`src/rtl/ysyx_23060187_ifu_pkg.sv`:
```
// ysyx_23060187_ifu_pkg: shared state encoding and constants for the prefetching IFU
package ysyx_23060187_ifu_pkg;
    typedef enum logic [2:0] {IDLE, REQ, WAIT, DROP, HALT} ifu_state_e;
    localparam int INST_BYTES = 4;
    localparam logic [31:0] DEFAULT_RESET_PC = 32'h8000_0000;
endpackage

```
`src/rtl/ysyx_23060187_ifu_fifo.sv`:
```
// ysyx_23060187_ifu_fifo: synchronous FIFO with flush; head is masked to zero when empty
module ysyx_23060187_ifu_fifo #(
    parameter int W     = 65,
    parameter int DEPTH = 4
) (
    input  logic                     clk,
    input  logic                     rst,
    input  logic                     flush_i,
    input  logic                     push_i,
    input  logic [W-1:0]             data_i,
    input  logic                     pop_i,
    output logic [W-1:0]             data_o,
    output logic [$clog2(DEPTH):0]   count_o
);
    localparam int AW = $clog2(DEPTH);
    logic [W-1:0]  mem_q [DEPTH];
    logic [AW-1:0] wr_q, rd_q;
    logic [AW:0]   cnt_q;
    logic          pop;
    assign pop     = pop_i && (cnt_q != '0);
    assign count_o = cnt_q;
    assign data_o  = (cnt_q == '0) ? '0 : mem_q[rd_q];
    // DEPTH is a power of two, so pointer overflow is the modulo wrap
    always_ff @(posedge clk or posedge rst) begin
        if (rst) begin
            wr_q  <= '0;
            rd_q  <= '0;
            cnt_q <= '0;
        end else if (flush_i) begin
            wr_q  <= '0;
            rd_q  <= '0;
            cnt_q <= '0;
        end else begin
            if (push_i) wr_q <= wr_q + AW'(1);
            if (pop) rd_q <= rd_q + AW'(1);
            cnt_q <= cnt_q + (AW+1)'(push_i) - (AW+1)'(pop);
        end
    end
    always_ff @(posedge clk) begin
        if (push_i && !flush_i) mem_q[wr_q] <= data_i;
    end
endmodule

```
`src/rtl/ysyx_23060187_ifu_pf.sv`:
```
// ysyx_23060187_ifu_pf: single-outstanding prefetching fetch unit with redirect flush and error halt
module ysyx_23060187_ifu_pf
    import ysyx_23060187_ifu_pkg::*;
#(
    parameter int               XLEN     = 32,
    parameter int               ILEN     = 32,
    parameter int               DEPTH    = 4,
    parameter logic [XLEN-1:0]  RESET_PC = XLEN'(DEFAULT_RESET_PC)
) (
    input  logic                      clk,
    input  logic                      rst,
    output logic                      req_valid_o,
    input  logic                      req_ready_i,
    output logic [XLEN-1:0]           req_addr_o,
    input  logic                      rsp_valid_i,
    output logic                      rsp_ready_o,
    input  logic [ILEN-1:0]           rsp_inst_i,
    input  logic                      rsp_err_i,
    output logic                      out_valid_o,
    input  logic                      out_ready_i,
    output logic [ILEN-1:0]           out_inst_o,
    output logic [XLEN-1:0]           out_pc_o,
    output logic                      out_err_o,
    input  logic                      redirect_valid_i,
    input  logic [XLEN-1:0]           redirect_pc_i,
    output logic [$clog2(DEPTH):0]    count_o
);
    localparam int CW = $clog2(DEPTH) + 1;
    localparam int W  = XLEN + ILEN + 1;
    ifu_state_e      state_q, state_d;
    logic [XLEN-1:0] pc_q, pc_d, req_pc_q, req_pc_d;
    logic            push;
    logic [W-1:0]    head;
    always_ff @(posedge clk or posedge rst) begin
        if (rst) begin
            state_q  <= IDLE;
            pc_q     <= RESET_PC;
            req_pc_q <= RESET_PC;
        end else begin
            state_q  <= state_d;
            pc_q     <= pc_d;
            req_pc_q <= req_pc_d;
        end
    end
    always_comb begin
        state_d  = state_q;
        pc_d     = pc_q;
        req_pc_d = req_pc_q;
        push     = 1'b0;
        case (state_q)
            IDLE: state_d = (count_o != CW'(DEPTH)) ? REQ : IDLE;
            REQ: if (req_ready_i) begin
                req_pc_d = pc_q;
                pc_d     = pc_q + XLEN'(INST_BYTES);
                state_d  = WAIT;
            end
            WAIT: if (rsp_valid_i) begin
                push    = 1'b1;
                state_d = rsp_err_i ? HALT : IDLE;
            end
            DROP: state_d = rsp_valid_i ? IDLE : DROP;
            HALT: state_d = HALT;
            default: state_d = IDLE;
        endcase
        // redirect wins; an accepted-but-unanswered request must still be drained in DROP
        if (redirect_valid_i) begin
            pc_d    = redirect_pc_i;
            push    = 1'b0;
            state_d = (state_q == WAIT || state_q == DROP) ? (rsp_valid_i ? IDLE : DROP) :
                      (state_q == REQ) ? (req_ready_i ? DROP : REQ) : IDLE;
        end
    end
    assign req_valid_o = (state_q == REQ);
    assign rsp_ready_o = (state_q == WAIT) || (state_q == DROP);
    assign req_addr_o  = pc_q;
    assign out_valid_o = (count_o != '0);
    assign {out_pc_o, out_inst_o, out_err_o} = head;
    ysyx_23060187_ifu_fifo #(.W(W), .DEPTH(DEPTH)) u_fifo (
        .clk     (clk),
        .rst     (rst),
        .flush_i (redirect_valid_i),
        .push_i  (push),
        .data_i  ({req_pc_q, rsp_inst_i, rsp_err_i}),
        .pop_i   (out_valid_o && out_ready_i),
        .data_o  (head),
        .count_o (count_o)
    );
endmodule

```
`config.mk`:
```
export PLATFORM = sky130hd
export DESIGN_NAME = ysyx_23060187_ifu_pf
export DESIGN_NICKNAME = d
export VERILOG_FILES = /design/src/rtl/ysyx_23060187_ifu_pkg.sv /design/src/rtl/ysyx_23060187_ifu_fifo.sv /design/src/rtl/ysyx_23060187_ifu_pf.sv
export SDC_FILE = /design/constraint.sdc
export NUM_CORES = 1
export LEC_CHECK = 0
export ABC_AREA = 0
export CORE_UTILIZATION = 40
export CTS_BUF_LIST = sky130_fd_sc_hd__clkbuf_16
export DETAILED_ROUTE_END_ITERATION = 8
export PLACE_DENSITY = 0.6
export SYNTH_ARGS = -nofsm -noshare
export SYNTH_HDL_FRONTEND = slang
export SYNTH_SLANG_ARGS = --single-unit
export TNS_END_PERCENT = 1
```
`constraint.sdc`:
```
create_clock -name clk -period 2.8 [get_ports clk]
set_input_delay 0.56 -clock clk [delete_from_list [all_inputs] [get_ports clk]]
set_output_delay 0.56 -clock clk [all_outputs]
set_load 0.01 [all_outputs]
```
; ---- Yosys cells after proc, flatten, opt, wreduce, memory -nomap -nowiden
; Memory sizes are Yosys's and may differ from the RTL's.
; Index checks and enable logic that the tools add are counted.
[word_totals]
register_bits = 74
mem_bits_rw = 260
inputBits = 71
output_inout_bits = 103
elab_cells = 58
mem_count = 1
[classes]
add_sub_neg = 5
n_eq_ne = 7
muxes = 24
reduce_logical = 15
[memory_table]
columns = memory, depth, word_bits, rd, rd_ports_with_merged_regs, write_ports, line_no
row1 = u_fifo.mem_q, 4, 65, 1, 0, 1, ysyx_23060187_ifu_fifo.sv:16  ; logic [W-1:0] mem_q [DEPTH];
[ops]
columns = op, count
row1 = $mux W32, 3
row2 = $mux W65, 1
row3 = $add A32 B3 Y32 const B, 1
row4 = $mux W2, 8
row5 = $mux W3, 5
row6 = $pmux W3 S5, 1
row7 = $reduce_bool A2 Y1, 4
row8 = $eq A3 B2 Y1 const B, 2
row9 = $logic_not A3 Y1, 2
row10 = $mux W1, 6
row11 = $ne A3 B3 Y1 const B, 2
row12 = $reduce_and A2 Y1, 3
row13 = $add A2 B1 Y2 const B, 2
row14 = $add A3 B1 Y3, 1
row15 = $eq A3 B1 Y1 const B, 1
row16 = $eq A3 B3 Y1 const B, 1
row17 = $logic_and A1 B1 Y1, 3
row18 = $ne A3 B1 Y1 const B, 1
row19 = $reduce_bool A3 Y1, 1
row20 = $sub A3 B1 Y3, 1
row21 = $logic_not A1 Y1, 1
row22 = $logic_or A1 B1 Y1, 1

; ---- Depth between registers and ports, before layout
[depth]
word_depth = 6
mapped_depth = 9
depth_no_buf = 9

; ---- Hierarchy
; From an unflattened synthesis, not the netlist that was laid out.
[hier_totals]
cells_unflattened = 831
area_unflattened_um2 = 13606.8
[by_module_without_submodules]
columns = module, instances, cells_each, area_per_inst_um2, seq_area_each_um2
row1 = ysyx_23060187_ifu_fifo, 1, 455, 10291.1, 7982.7
row2 = ysyx_23060187_ifu_pf, 1, 376, 3315.7, 1679.1

; ---- Least setup slack after synthesis
; No wires, ideal clock.
[synth_path]
path_type = input -> register
start = in redirect_valid_i
end = mem u_fifo.mem_q[1][0] (enable)
arrival_ps = 2658
required_time_ps = 2370
setup_slack_ps = -288
cell_stages = 3
cell_sequence = clkbuf_1 nor3_1 and2_1
[synth_between]
elab_chain_cells = 4
elab_cells_between_ends = 5
classes_between = 3 x mux / 2 x reduce/logical
[synth_rtl]
columns = item, line_no
row1 = from (decl), ysyx_23060187_ifu_pf.sv:24  ; input logic redirect_valid_i,
row2 = $mux W1 / $logic_not A1 Y1 (equally long branches), "ysyx_23060187_ifu_pf.sv:66, ysyx_23060187_ifu_fifo.sv:40"
row3 = $logic_and A1 B1 Y1 (*), ysyx_23060187_ifu_fifo.sv:40  ; if (push_i && !flush_i) mem_q[wr_q] <= data_i;
row4 = $mux W1 (*), ysyx_23060187_ifu_fifo.sv:40
row5 = $mux W1 (not written as such) (*), ysyx_23060187_ifu_fifo.sv:40
row6 = to (decl), ysyx_23060187_ifu_fifo.sv:16
; Mark *: on every way between the ends. The rest lies on a longest branch, timed or not.

; ---- Worst setup path in the final report
[layout_path]
start = reg u_fifo.rd_q[0]
end = out out_inst_o[13]
[layout_between]
elab_chain_cells = 2
[layout_rtl]
columns = item, line_no
row1 = from (decl), ysyx_23060187_ifu_fifo.sv:17  ; logic [AW-1:0] wr_q, rd_q;
row2 = from (signal assigned), ysyx_23060187_ifu_fifo.sv:35  ; if (pop) rd_q <= rd_q + AW'(1);
row3 = $mem_v2 Z4 W65, -
row4 = $mux W65, ysyx_23060187_ifu_fifo.sv:22  ; assign data_o = (cnt_q == '0) ? '0 : mem_q[rd_q];
row5 = to (decl), ysyx_23060187_ifu_pf.sv:21  ; output logic [ILEN-1:0] out_inst_o,
; Every way passes these cells.

==> results.md <==
* Post-synthesis cell type count at 41
* Most frequent CP cell: buf_12
* H-tree levels at 2
* DR vias at 7798
* Synth warn at 0
* Final Util at 0.530
* Max_cap viols at 0
* CP max FO at 11
* Hold buffer count at cts at 0
* Internal at 11.2 mW
* DRT antenna net count at 0
* Number of DRC markers in iteration 0 at 439
* Drt pass-1 iters at 5
* Placed Cells at 1425
* Initial antenna violation count at 0
* Slew HR at 0.667
* Buffers on Ports at 173
* DIE WIDTH at 185 microns
* Post-DR vias/cell at 5.20
* Syn_nets at 901
* CP required at 2240 ps
* Yosys top cell area share at 0.581
* Number of global-route vias before repair at 7943
* Final antenna diode count at 0
* Net Sw Power at 4.20 mW
* Fin cells at 1499
* Fmax at 353 MHz
* Final Hold Viols at 0
* Core area at 0.0328 sq mm
* DP Worst Slack at 64.9 ps
* WL per Instance at 20.3 microns
* Maximum VDD drop at 0.380 mV
* Clock Skew at 23.9 ps
* RSZ-0062 raised after global routing: yes
* PwrDens at 886 mW/mm^2
* Setup crit start kind: register
* Critical path's top delay family: buffers and inverters
* Crit path DAT at 2270 ps
* Placed wire-length estimate at 18700 microns
* Gr ovfl total at 0
* First-pass GRT wire length at 47200 microns
* Worst-Margin Slew at 499 ps
* HP Class: input port to async pin
* Final Wtd Congestion at 0.837
* Post-route DRC violation count at 0
* Count of final setup violators at 9
* Clock Latency Late Sink at 510 ps
* Failing checks: setup timing
* Max Root-Sink Buffers at 3
* Setup WS post-layout at -34.4 ps
* Largest net degree at the start of global routing at 56
* Area Growth Syn to Fin at 29.3%
* Final min period at 2830 ps
* Cells after Synth at 822
* Synth Register Bits at 334
* WS Path Type: register to output port
* CP max-delay cell: dfrtp_4
* Num CTS Buffers at 36
* Syn Std Cell Area at 0.0134 sq mm
* Pins Over Slew Limit at 0
* Final period utilization at 1.01
* Sink Count at 334
* Sw frac at 0.273
* DRT Wirelength at 30400 microns
* Combinational Power Share at 0.278
* Share of layout cells above drive strength 1 at 0.221
* # IOs at 174
* Fillers at 2711
* Final nets at 1110
* Worst-path clk slew at 60 ps
* Clock Power Share at 0.302
* Cell accounting for the most synthesized area: edfxtp_1
* Register area share after synthesis at 0.719
* CP Cell Sequence: buf_12 -> buf_12 -> buf_12 -> buf_16 -> mux4_2 -> and2_1 -> buf_2
* CP peak stage delay at 520 ps
* Status: complete, but fails checks
* Clk root buf: clkbuf_16
* Tot Pwr at 15.4 mW
* GR Util All Layers at 0.184
* Pleak at 6.30 nW
* Starting density of the core at 0.410
* Vert. Die Dim at 185 microns
* Avg Cell Area, Syn at 16.4 sq um
* Flop pwr share at 0.420
* Synth area leaders: edfxtp_1 (58%), dfrtp_1 (13%), mux4_2 (11%)
* Site Rows at 66
* Worst setup EP type: output port
* Die area at 0.0343 sq mm
* CTS tree: built
* CP bufs+invs at 5
[cells in the mapped netlist, drive strengths merged]
library cell  instances
nand4b                1
buf                  17
mux2i                 1
and4bb                1
xnor2                 8
dfstp                 2
mux2                  2
nand4                13
xor2                  5
a21oi                 2
nand3b                1
nor2                 31
ha                    7
a311o                 2
or2                   2
clkbuf               28
edfxtp              260
o41ai                 1
and3                  4
and4                  1
or4                  17
dfrtp                72
nor2b                 2
nor4b                 1
or3                   6
nor3                  3
nand4bb               1
o21ai                19
nor3b                 1
and2                 73
a31oi                20
inv                  13
o31ai                14
fa                    1
nand3                 9
nand2               111
nor4                  3
o211ai                2
mux4                 65
[metrics by stage]
step | cell area, sq um | hold slack, ps | setup TNS [ps]
floorplan | 13400 | 454 | -56060
global placement | 16000 | 466 | 0
detailed placement | 16000 | 475 | 0
CTS | 17300 | 360 | -2570
global route | 17400 | 407 | -895
finish | 17400 | 372 | -145
[cell type report]
| class | count | area, sq um | area share |
|---|---|---|---|
| repair buffers | 216 | 2330 | 0.134 |
| flip-flops and latches | 334 | 9670 | 0.556 |
| inverters | 13 | 50.0 | 0.00288 |
| clock inverters | 27 | 246 | 0.0142 |
| multi-input cells | 430 | 3600 | 0.207 |
| clock buffers | 37 | 926 | 0.0533 |
| well taps | 442 | 553 | 0.0318 |
[path summary, 6_finish.rpt]
check | startpoint | end | slack, ps | cells past startpoint
max in group asynchronous | rst | req_addr_o[31] | 1770 | 3
worst max-delay path | u_fifo.rd_q[0] | out_inst_o[13] | -30 | 7
min in group clk | req_addr_o[31] | req_pc_q[31] | 480 | 2
worst max register to register | req_addr_o[9] | req_addr_o[26] | 500 | 5
worst min register to register | req_addr_o[31] | req_pc_q[31] | 480 | 2
worst min-delay path | rst | req_pc_q[24] | 370 | 2
[routing by layer]
metal  part of all wire  wire, microns  global-route usage
met3              0.060           1810              0.0342
met5                  0              0                   0
met4              0.011            338              0.0364
met2               0.48          14500               0.296
met1               0.45          13800               0.263
[power by group through the flow]
stage	combinational (mW)	sequential (mW)	clock [mW]
6_report	4.28	6.47	4.66
5_1_grt	4.66	6.55	4.95
4_1_cts	4.19	6.47	4.76
3_5_place_dp	4.00	6.57	0
3_3_place_gp	3.99	6.54	0
2_1_floorplan	2.18	6.42	0
[cells by family after synthesis]
logic type,synth area share
AND/OR/NAND/NOR,0.108
adder cells (fa/ha/maj),0.00800
multiplexers,0.111
AO/OA/AOI/OAI,0.0282
flip-flops,0.719
XOR/XNOR,0.00847
buffers and inverters,0.0176
[layout by cell type, fill, tap and decap left out, drive strengths merged, types with 3 or more instances in the layout]
master	Yosys	routed
a31oi	20	20
and2	73	73
and3	4	4
buf	17	77
bufinv	0	5
clkbuf	28	46
clkdlybuf4s15	0	7
clkdlybuf4s50	0	108
clkinv	0	11
dfrtp	72	72
dlygate4sd2	0	7
dlymetal6s2s	0	8
edfxtp	260	260
ha	7	7
inv	13	22
mux4	65	65
nand2	111	111
nand3	9	9
nand4	13	13
nor2	31	31
nor3	3	3
nor4	3	3
o21ai	19	19
o31ai	14	14
or3	6	6
or4	17	17
xnor2	8	8
xor2	5	5
[registers in the layout, indices dropped and copies added, names as in the netlist]
name / cells
u_fifo.rd_q: 2
req_addr_o: 32
u_fifo.wr_q: 2
req_pc_q: 32
state_q: 3
u_fifo.mem_q: 260
u_fifo.count_o: 3
[repair_timing]
| action | in CTS | in global routing |
|---|---|---|
| resized for setup | 174 | 62 |
| setup endpoints to repair | 66 | 54 |
| gates cloned | 5 | 0 |
| pin swaps | 0 | 7 |
| buffers inserted | 5 | 0 |
(Power assumes the default switching activity.)
